`config.mk`:
```
export PLATFORM = sky130hd
export DESIGN_NAME = call_stack_ctrl
export DESIGN_NICKNAME = d
export VERILOG_FILES = /design/src/rtl/call_stack_ctrl.sv
export SDC_FILE = /design/constraint.sdc
export NUM_CORES = 1
export LEC_CHECK = 0
export CAP_MARGIN = 20
export CORE_MARGIN = 2
export CORE_UTILIZATION = 31
export CTS_CLUSTER_SIZE = 12
export DETAILED_ROUTE_END_ITERATION = 10
export PLACE_DENSITY = 0.59
export SYNTH_ARGS = -nofsm -noshare
export SYNTH_HDL_FRONTEND = slang
export SYNTH_SLANG_ARGS = --single-unit
export TNS_END_PERCENT = 5
```
`constraint.sdc`:
```
create_clock -name clk -period 4.9 [get_ports clk]
set_input_delay 0.98 -clock clk [delete_from_list [all_inputs] [get_ports clk]]
set_output_delay 0.98 -clock clk [all_outputs]
set_load 0.05 [all_outputs]
```
`src/rtl/call_stack_ctrl.sv`:
```
// Call/return sequencer: issues register-bank push/pop strobes, tracks the frame pointer
// and keeps a LIFO of return addresses. Define CALL_STACK_GUARD_EN for sticky overflow/underflow flags.
module call_stack_ctrl #(
  parameter int PC_WIDTH = 5,
  parameter int DEPTH    = 8
) (
  input  logic                clk,
  input  logic                rst_n,
  input  logic                call_req,
  input  logic [PC_WIDTH-1:0] call_pc,
  input  logic                ret_req,
  output logic                call_ack,
  output logic                ret_ack,
  output logic [PC_WIDTH-1:0] ret_pc,
  output logic                busy,
  output logic                stack_full,
  output logic                rf_stack_push,
  output logic                rf_stack_pop,
  output logic [PC_WIDTH-1:0] rf_stack_pointer,
  output logic                call_err,
  output logic                ret_err
);

  localparam int                  AW      = (DEPTH > 1) ? $clog2(DEPTH) : 1;
  localparam logic [PC_WIDTH-1:0] DEPTH_P = PC_WIDTH'(DEPTH);

  typedef enum logic [2:0] {
    S_IDLE,
    S_PUSH,
    S_POP,
    S_REJ_CALL,
    S_REJ_RET
  } state_t;

  state_t              state, state_nxt;
  logic [PC_WIDTH-1:0] ptr;
  logic [PC_WIDTH-1:0] ret_addr_p0;
  logic [PC_WIDTH-1:0] ra_mem [DEPTH];
  logic [AW-1:0]       top_idx;
  logic                is_full;
  logic                is_empty;
  logic                accept_call;

  // Frame n lives in ra_mem[n-1]; during PUSH the pointer already holds the new frame number.
  assign top_idx     = AW'(ptr - 1'b1);
  assign is_full     = (ptr == DEPTH_P);
  assign is_empty    = (ptr == '0);
  assign accept_call = (state == S_IDLE) && call_req && !is_full;

  always_comb begin
    state_nxt     = state;
    rf_stack_push = 1'b0;
    rf_stack_pop  = 1'b0;
    call_ack      = 1'b0;
    ret_ack       = 1'b0;
    ret_pc        = '0;
    case (state)
      S_IDLE: begin
        if (call_req)     state_nxt = is_full  ? S_REJ_CALL : S_PUSH;
        else if (ret_req) state_nxt = is_empty ? S_REJ_RET  : S_POP;
      end
      S_PUSH: begin
        rf_stack_push = 1'b1;
        call_ack      = 1'b1;
        state_nxt     = S_IDLE;
      end
      S_POP: begin
        rf_stack_pop = 1'b1;
        ret_ack      = 1'b1;
        ret_pc       = ra_mem[top_idx];
        state_nxt    = S_IDLE;
      end
      S_REJ_CALL: begin
        call_ack  = 1'b1;
        state_nxt = S_IDLE;
      end
      S_REJ_RET: begin
        ret_ack   = 1'b1;
        state_nxt = S_IDLE;
      end
      default: state_nxt = S_IDLE;
    endcase
  end

  // Control state: FSM and frame pointer
  always_ff @(posedge clk or negedge rst_n) begin
    if (!rst_n) begin
      state <= S_IDLE;
      ptr   <= '0;
    end else begin
      state <= state_nxt;
      if (accept_call)         ptr <= ptr + 1'b1;
      else if (state == S_POP) ptr <= ptr - 1'b1;
    end
  end

  // Return-address datapath: capture in IDLE, commit to the LIFO in PUSH
  always_ff @(posedge clk) begin
    if (accept_call)          ret_addr_p0      <= call_pc + 1'b1;
    if (state == S_PUSH)      ra_mem[top_idx]  <= ret_addr_p0;
  end

`ifdef CALL_STACK_GUARD_EN
  always_ff @(posedge clk or negedge rst_n) begin
    if (!rst_n) begin
      call_err <= 1'b0;
      ret_err  <= 1'b0;
    end else begin
      if (state == S_REJ_CALL) call_err <= 1'b1;
      if (state == S_REJ_RET)  ret_err  <= 1'b1;
    end
  end
`else
  assign call_err = 1'b0;
  assign ret_err  = 1'b0;
`endif

  assign busy             = (state != S_IDLE);
  assign stack_full       = is_full;
  assign rf_stack_pointer = ptr;

endmodule

```
-- Yosys cells after proc, flatten, opt, wreduce, memory -nomap -nowiden
Memories as Yosys holds them, arrays and structs flattened.
Cells that the tools add are included.
- register bits: 13
- latch bits: 0
- memory bits (writable): 40
- ROM bits: 0
- bits of input ports: 9
- output and inout bits: 18
- word-level logic and storage cells: 35
- memories kept: 1
- memory list (name ; words ; bits a word ; rd ports ; clocked after Yosys merged registers in ; wr ports ; line ; RTL):
    ra_mem ; 8 ; 5 ; 1 ; 0 ; 1 ; 38 ; logic [PC_WIDTH-1:0] ra_mem [DEPTH];
- $add $sub $neg: 3
- $mul: 0
- divide/modulo/power cells: 0
- magnitude comparators: 0
- equal/unequal tests: 6
- shift operators: 0
- multiplexer cells: 13
- bitwise operators: 0
- reduce and logical (&&, ||, !) cells: 9
- operators with widths (cell ; number):
    two-way mux 5 bit ; 3
    two-way mux 3 bit ; 4
    adder 5 x 1 -> 5 bit (second input constant) ; 2
    == test 3 x 2 -> 1 bit (second input constant) ; 2
    == test 5 x 4 -> 1 bit (second input constant) ; 1
    zero test 5 bit ; 1
    two-way mux 1 bit ; 5
    subtractor 5 x 1 -> 5 bit (second input constant) ; 1
    OR reduction 2 bit ; 2
    == test 3 x 1 -> 1 bit (second input constant) ; 1
    == test 3 bit (second input constant) ; 1
    zero test 3 bit ; 1
    != test 3 bit (second input constant) ; 1
    nonzero test 3 bit ; 1
    logical AND 1 bit ; 2
    two-way mux 2 bit ; 1
    nonzero test 2 bit ; 1
    zero test 1 bit ; 1

-- Depth between registers and ports, before layout
- depth after elaboration: 5
- mapped depth: 9
- mapped depth without buffers: 7

-- Worst setup path after synthesis
No wires, ideal clock.
- path type: flip-flop to output port
- start point: reg ptr[0], in the netlist rf_stack_pointer[0]
- end point: out ret_pc[0]
- arrival: 2.658 ns
- required time: 3.920 ns
- setup slack: 1.262 ns
- stages on the path, launching flop included: 9
- buffers on the path: 3
- cell sequence: dfrtp_1 > buf_4 > buf_4 > inv_2 > ha_1 > buf_2 > mux4_2 > nand2_1 > a21oi_1
- cells in the longest elaborated chain, start to end: 3
- ends and longest elaborated chain (element ; line ; RTL):
    start, declared ; 36 ; logic [PC_WIDTH-1:0] ptr;
    start signal, assigned ; 92 ; if (accept_call) ptr <= ptr + 1'b1;
    start signal, assigned ; 93 ; else if (state == S_POP) ptr <= ptr - 1'b1;
    subtractor 5 x 1 -> 5 bit ; -- ;
    memory (8 x 5 bit) ; -- ;
    two-way mux 5 bit ; 57 ; case (state)
    end, declared ; 14 ; output logic [PC_WIDTH-1:0] ret_pc,
No other way between the ends.

-- Final worst setup path
- start point: reg ptr[1], in the netlist rf_stack_pointer[1]
- end point: out ret_pc[3]
The elaborated chain is that of the path after synthesis.

==> impl_metrics.tcl <==
set metrics [dict create \
    postLayoutCellArea_um2 2730 \
    die_x_um 90.7 \
    cts.clk_slew.worst_paths_ps 90 \
    pin_count 27 \
    fraction_of_final_layout_cells_sized_beyond_drive_strength_1 0.109 \
    ir_worst_vdd_v 0.000320 \
    synth_largest_area_cell "sky130_fd_sc_hd__edfxtp_1" \
    p_sw_frac 0.417 \
    static-leakage-power_nw 0.932 \
    startpoint_type "register" \
    die-height_um 90.7 \
    synth-seq-area-share 0.666 \
    cap_viol_max_count 0 \
    cts_made_buffers 5 \
    drt-wirelength-per-cell_um 14.6 \
    nFillCells 717 \
    yosysWarnings 0 \
    net-switching-power_mw 0.701 \
    crit_type "register to output pin" \
    cts.root.buffer_cell "sky130_fd_sc_hd__clkbuf_8" \
    clk_latency_ps 310 \
    yosys.cell_count.top_type "sky130_fd_sc_hd__edfxtp_1" \
    netlist_top_cells_count "sky130_fd_sc_hd__edfxtp_1, sky130_fd_sc_hd__nand2_1, sky130_fd_sc_hd__nor3_1, sky130_fd_sc_hd__nor2_1" \
    hp-class "register to register" \
    fmax_ghz 0.241 \
    ys_types 36 \
    finalWeightedCongestion 0.748 \
    crit_path_max_fanout 19 \
    wl_um 4110 \
    cp_data_arrival_time_ps 3160 \
    share_comb_of_total_power 0.469 \
    cts-root-to-sink-buffers 2 \
    timing.final.crit_share 0.846 \
    initial_antenna_violation_count 0 \
    timing.clock.skew_ps 7.20 \
    viasPerCell 4.64 \
    placement.cell_area_um2 2650 \
    via_count 1309 \
    internal_power_mw 0.982 \
    power_density_nw_per_um2 616 \
    grt_first_pass_wirelength_um 6720 \
    run_status "finished clean" \
    grt.overflow.total 0 \
    seq_power_share 0.387 \
    first_iter_violations 72 \
    critPathRequiredTime_ps 3920 \
    finalMaxSlewViolations 0 \
    drc 0 \
    grt_setup_unrepaired "no" \
    maximum_number_of_pins_on_one_net_before_global_route_repair 20 \
    floorplan.initialDensity 0.321 \
    drtPass1Iterations 4 \
    antenna_left 0 \
    worst_rel_slew_slack 0.429 \
    syn_avg_cell_area_um2 14.8 \
    timing.setup.tns_ps 0 \
    dp_worst_setup_slack_ps 1040 \
    period_minus_slack_ps 4140 \
    crit_path_end_kind "output pin" \
    synth_area_leaders "sky130_fd_sc_hd__edfxtp_1, sky130_fd_sc_hd__dfrtp_1, sky130_fd_sc_hd__mux4_2, sky130_fd_sc_hd__nand2_1, sky130_fd_sc_hd__nor3_1" \
    core_um2 7250 \
    setup_viol_count_final 0 \
    ctsHoldBuffers 0 \
    antenna-diode-count 0 \
    via_count_of_the_first_global_routing_pass 1305 \
    synth_seq_cells 53 \
    area.sequential_um2 1550 \
    layout.nets 194 \
    final_critical_path_setup_slack_ps 755 \
    hpwlAfterDp_um 2960 \
    clock_tree.htree_level_count 2 \
    dieArea_um2 8230 \
    final_core_occ 0.377 \
    io_buffer_count 24 \
    post-synth-top-area-fraction 0.580 \
    synth.cell_area_um2 2330 \
    clock_network_power_share 0.144 \
    report.final.hold_viol_count 0 \
    asyncSetResetFlopFracSynth 0.151 \
    yosys_most_used_dff "sky130_fd_sc_hd__edfxtp_1" \
    cts_setup_buffers 0 \
    multi_input_area_um2 697 \
    placementRows 31 \
    grtUsageTotal 0.106 \
    tritoncts "yes" \
    timing_worst_slew_pin_value_ps 850 \
    synthToLayoutAreaGrowth_pct 17.2 \
    ctsResizeCount 0 \
    cts.sinks 53 \
    final.hold.worst_slack_ps 589 \
    synth-edff-count 45 \
    syn-instance-count 158 \
]
## through the flow
stage / instances / power [mW]
floorplan: 159 / 1.26
global placement: 274 / 1.46
detailed placement: 274 / 1.46
CTS: 282 / 1.70
global route: 282 / 1.79
finish: 282 / 1.68
## state kept, by name, summed over array words and instances (netlist names)
register          flops
rf_stack_pointer      5
ret_addr_p0           5
state                 3
ra_mem               40
## power by group through the flow
| stage | clock, mW | combinational, mW | sequential (mW) |
|---|---|---|---|
| 2_1_floorplan | 0 | 0.562 | 0.694 |
| 4_1_cts | 0.248 | 0.802 | 0.652 |
| 6_report | 0.242 | 0.790 | 0.651 |
| 5_1_grt | 0.270 | 0.857 | 0.663 |
| 3_3_place_gp | 0 | 0.797 | 0.659 |
| 3_5_place_dp | 0 | 0.800 | 0.663 |
## path summary, 6_finish.rpt
kind / startpoint / to / slack [ps] / cells after the start
min in group asynchronous: rst_n / state[2]$_DFFE_PN0P_ / 940 / 1
min: rf_stack_pointer[4]$_DFFE_PN0P_ / rf_stack_pointer[4]$_DFFE_PN0P_ / 590 / 1
min reg2reg: rf_stack_pointer[4]$_DFFE_PN0P_ / rf_stack_pointer[4]$_DFFE_PN0P_ / 590 / 1
max in group asynchronous: rst_n / rf_stack_pointer[1]$_DFFE_PN0P_ / 3700 / 1
max reg2reg: rf_stack_pointer[1]$_DFFE_PN0P_ / ra_mem[2][2]$_DFFE_PP_ / 2590 / 3
max: rf_stack_pointer[1]$_DFFE_PN0P_ / ret_pc[3] / 760 / 5
## cell type report
| type | count | share of cell area |
|---|---|---|
| sequential | 53 | 0.568 |
| multi-input combinational | 90 | 0.255 |
| timing repair buffer | 25 | 0.0907 |
| tap | 99 | 0.0453 |
| clock buffer | 6 | 0.0266 |
| inverter | 7 | 0.00962 |
| clock inverter | 2 | 0.00504 |
## routing by layer
layer | GRT usage | vias up | wire length (µm)
li1 | - | 628 | -
met1 | 0.139 | 651 | 1940
met2 | 0.167 | 23 | 1960
met3 | 0.0234 | 7 | 135
met4 | 0.0462 | 0 | 85
met5 | 0 | - | 0
## logic make-up (layout without fill, tap and decap cells)
family	Yosys count	count (layout)	share of synthesized area
muxes	9	9	0.0886
and+or+nand+nor	52	52	0.106
xor gates and xnor gates	9	9	0.0403
other	1	2	0.00161
buffers and inverters	16	40	0.0370
adders and majority gates	3	3	0.0161
DFF	53	53	0.666
AOI/OAI and AO/OA	15	15	0.0451
## worst max-delay path, stage by stage, from the launching register on
cell                              delay (ps)
sky130_fd_sc_hd__dfrtp_1                 480
sky130_fd_sc_hd__inv_1                    90
sky130_fd_sc_hd__ha_1                    740
sky130_fd_sc_hd__mux4_1                  640
sky130_fd_sc_hd__o211a_1                 220
sky130_fd_sc_hd__clkdlybuf4s50_1         690
## layout by cell type (no fill, tap or decap), types with 2 or more instances in the layout
master                            instances
sky130_fd_sc_hd__conb_1                   2
sky130_fd_sc_hd__clkdlybuf4s50_1         24
sky130_fd_sc_hd__mux4_2                   8
sky130_fd_sc_hd__edfxtp_1                45
sky130_fd_sc_hd__dfrtp_1                  8
sky130_fd_sc_hd__nand3_1                  5
sky130_fd_sc_hd__ha_1                     3
sky130_fd_sc_hd__nor3_1                  12
sky130_fd_sc_hd__nor2b_1                  2
sky130_fd_sc_hd__a21oi_1                  6
sky130_fd_sc_hd__a41oi_1                  2
sky130_fd_sc_hd__nor2_1                  10
sky130_fd_sc_hd__nand2_1                 17
sky130_fd_sc_hd__clkbuf_8                 5
sky130_fd_sc_hd__inv_2                    2
sky130_fd_sc_hd__inv_1                    5
sky130_fd_sc_hd__xnor2_1                  6
Note: power is estimated with default switching activity, not from simulation.
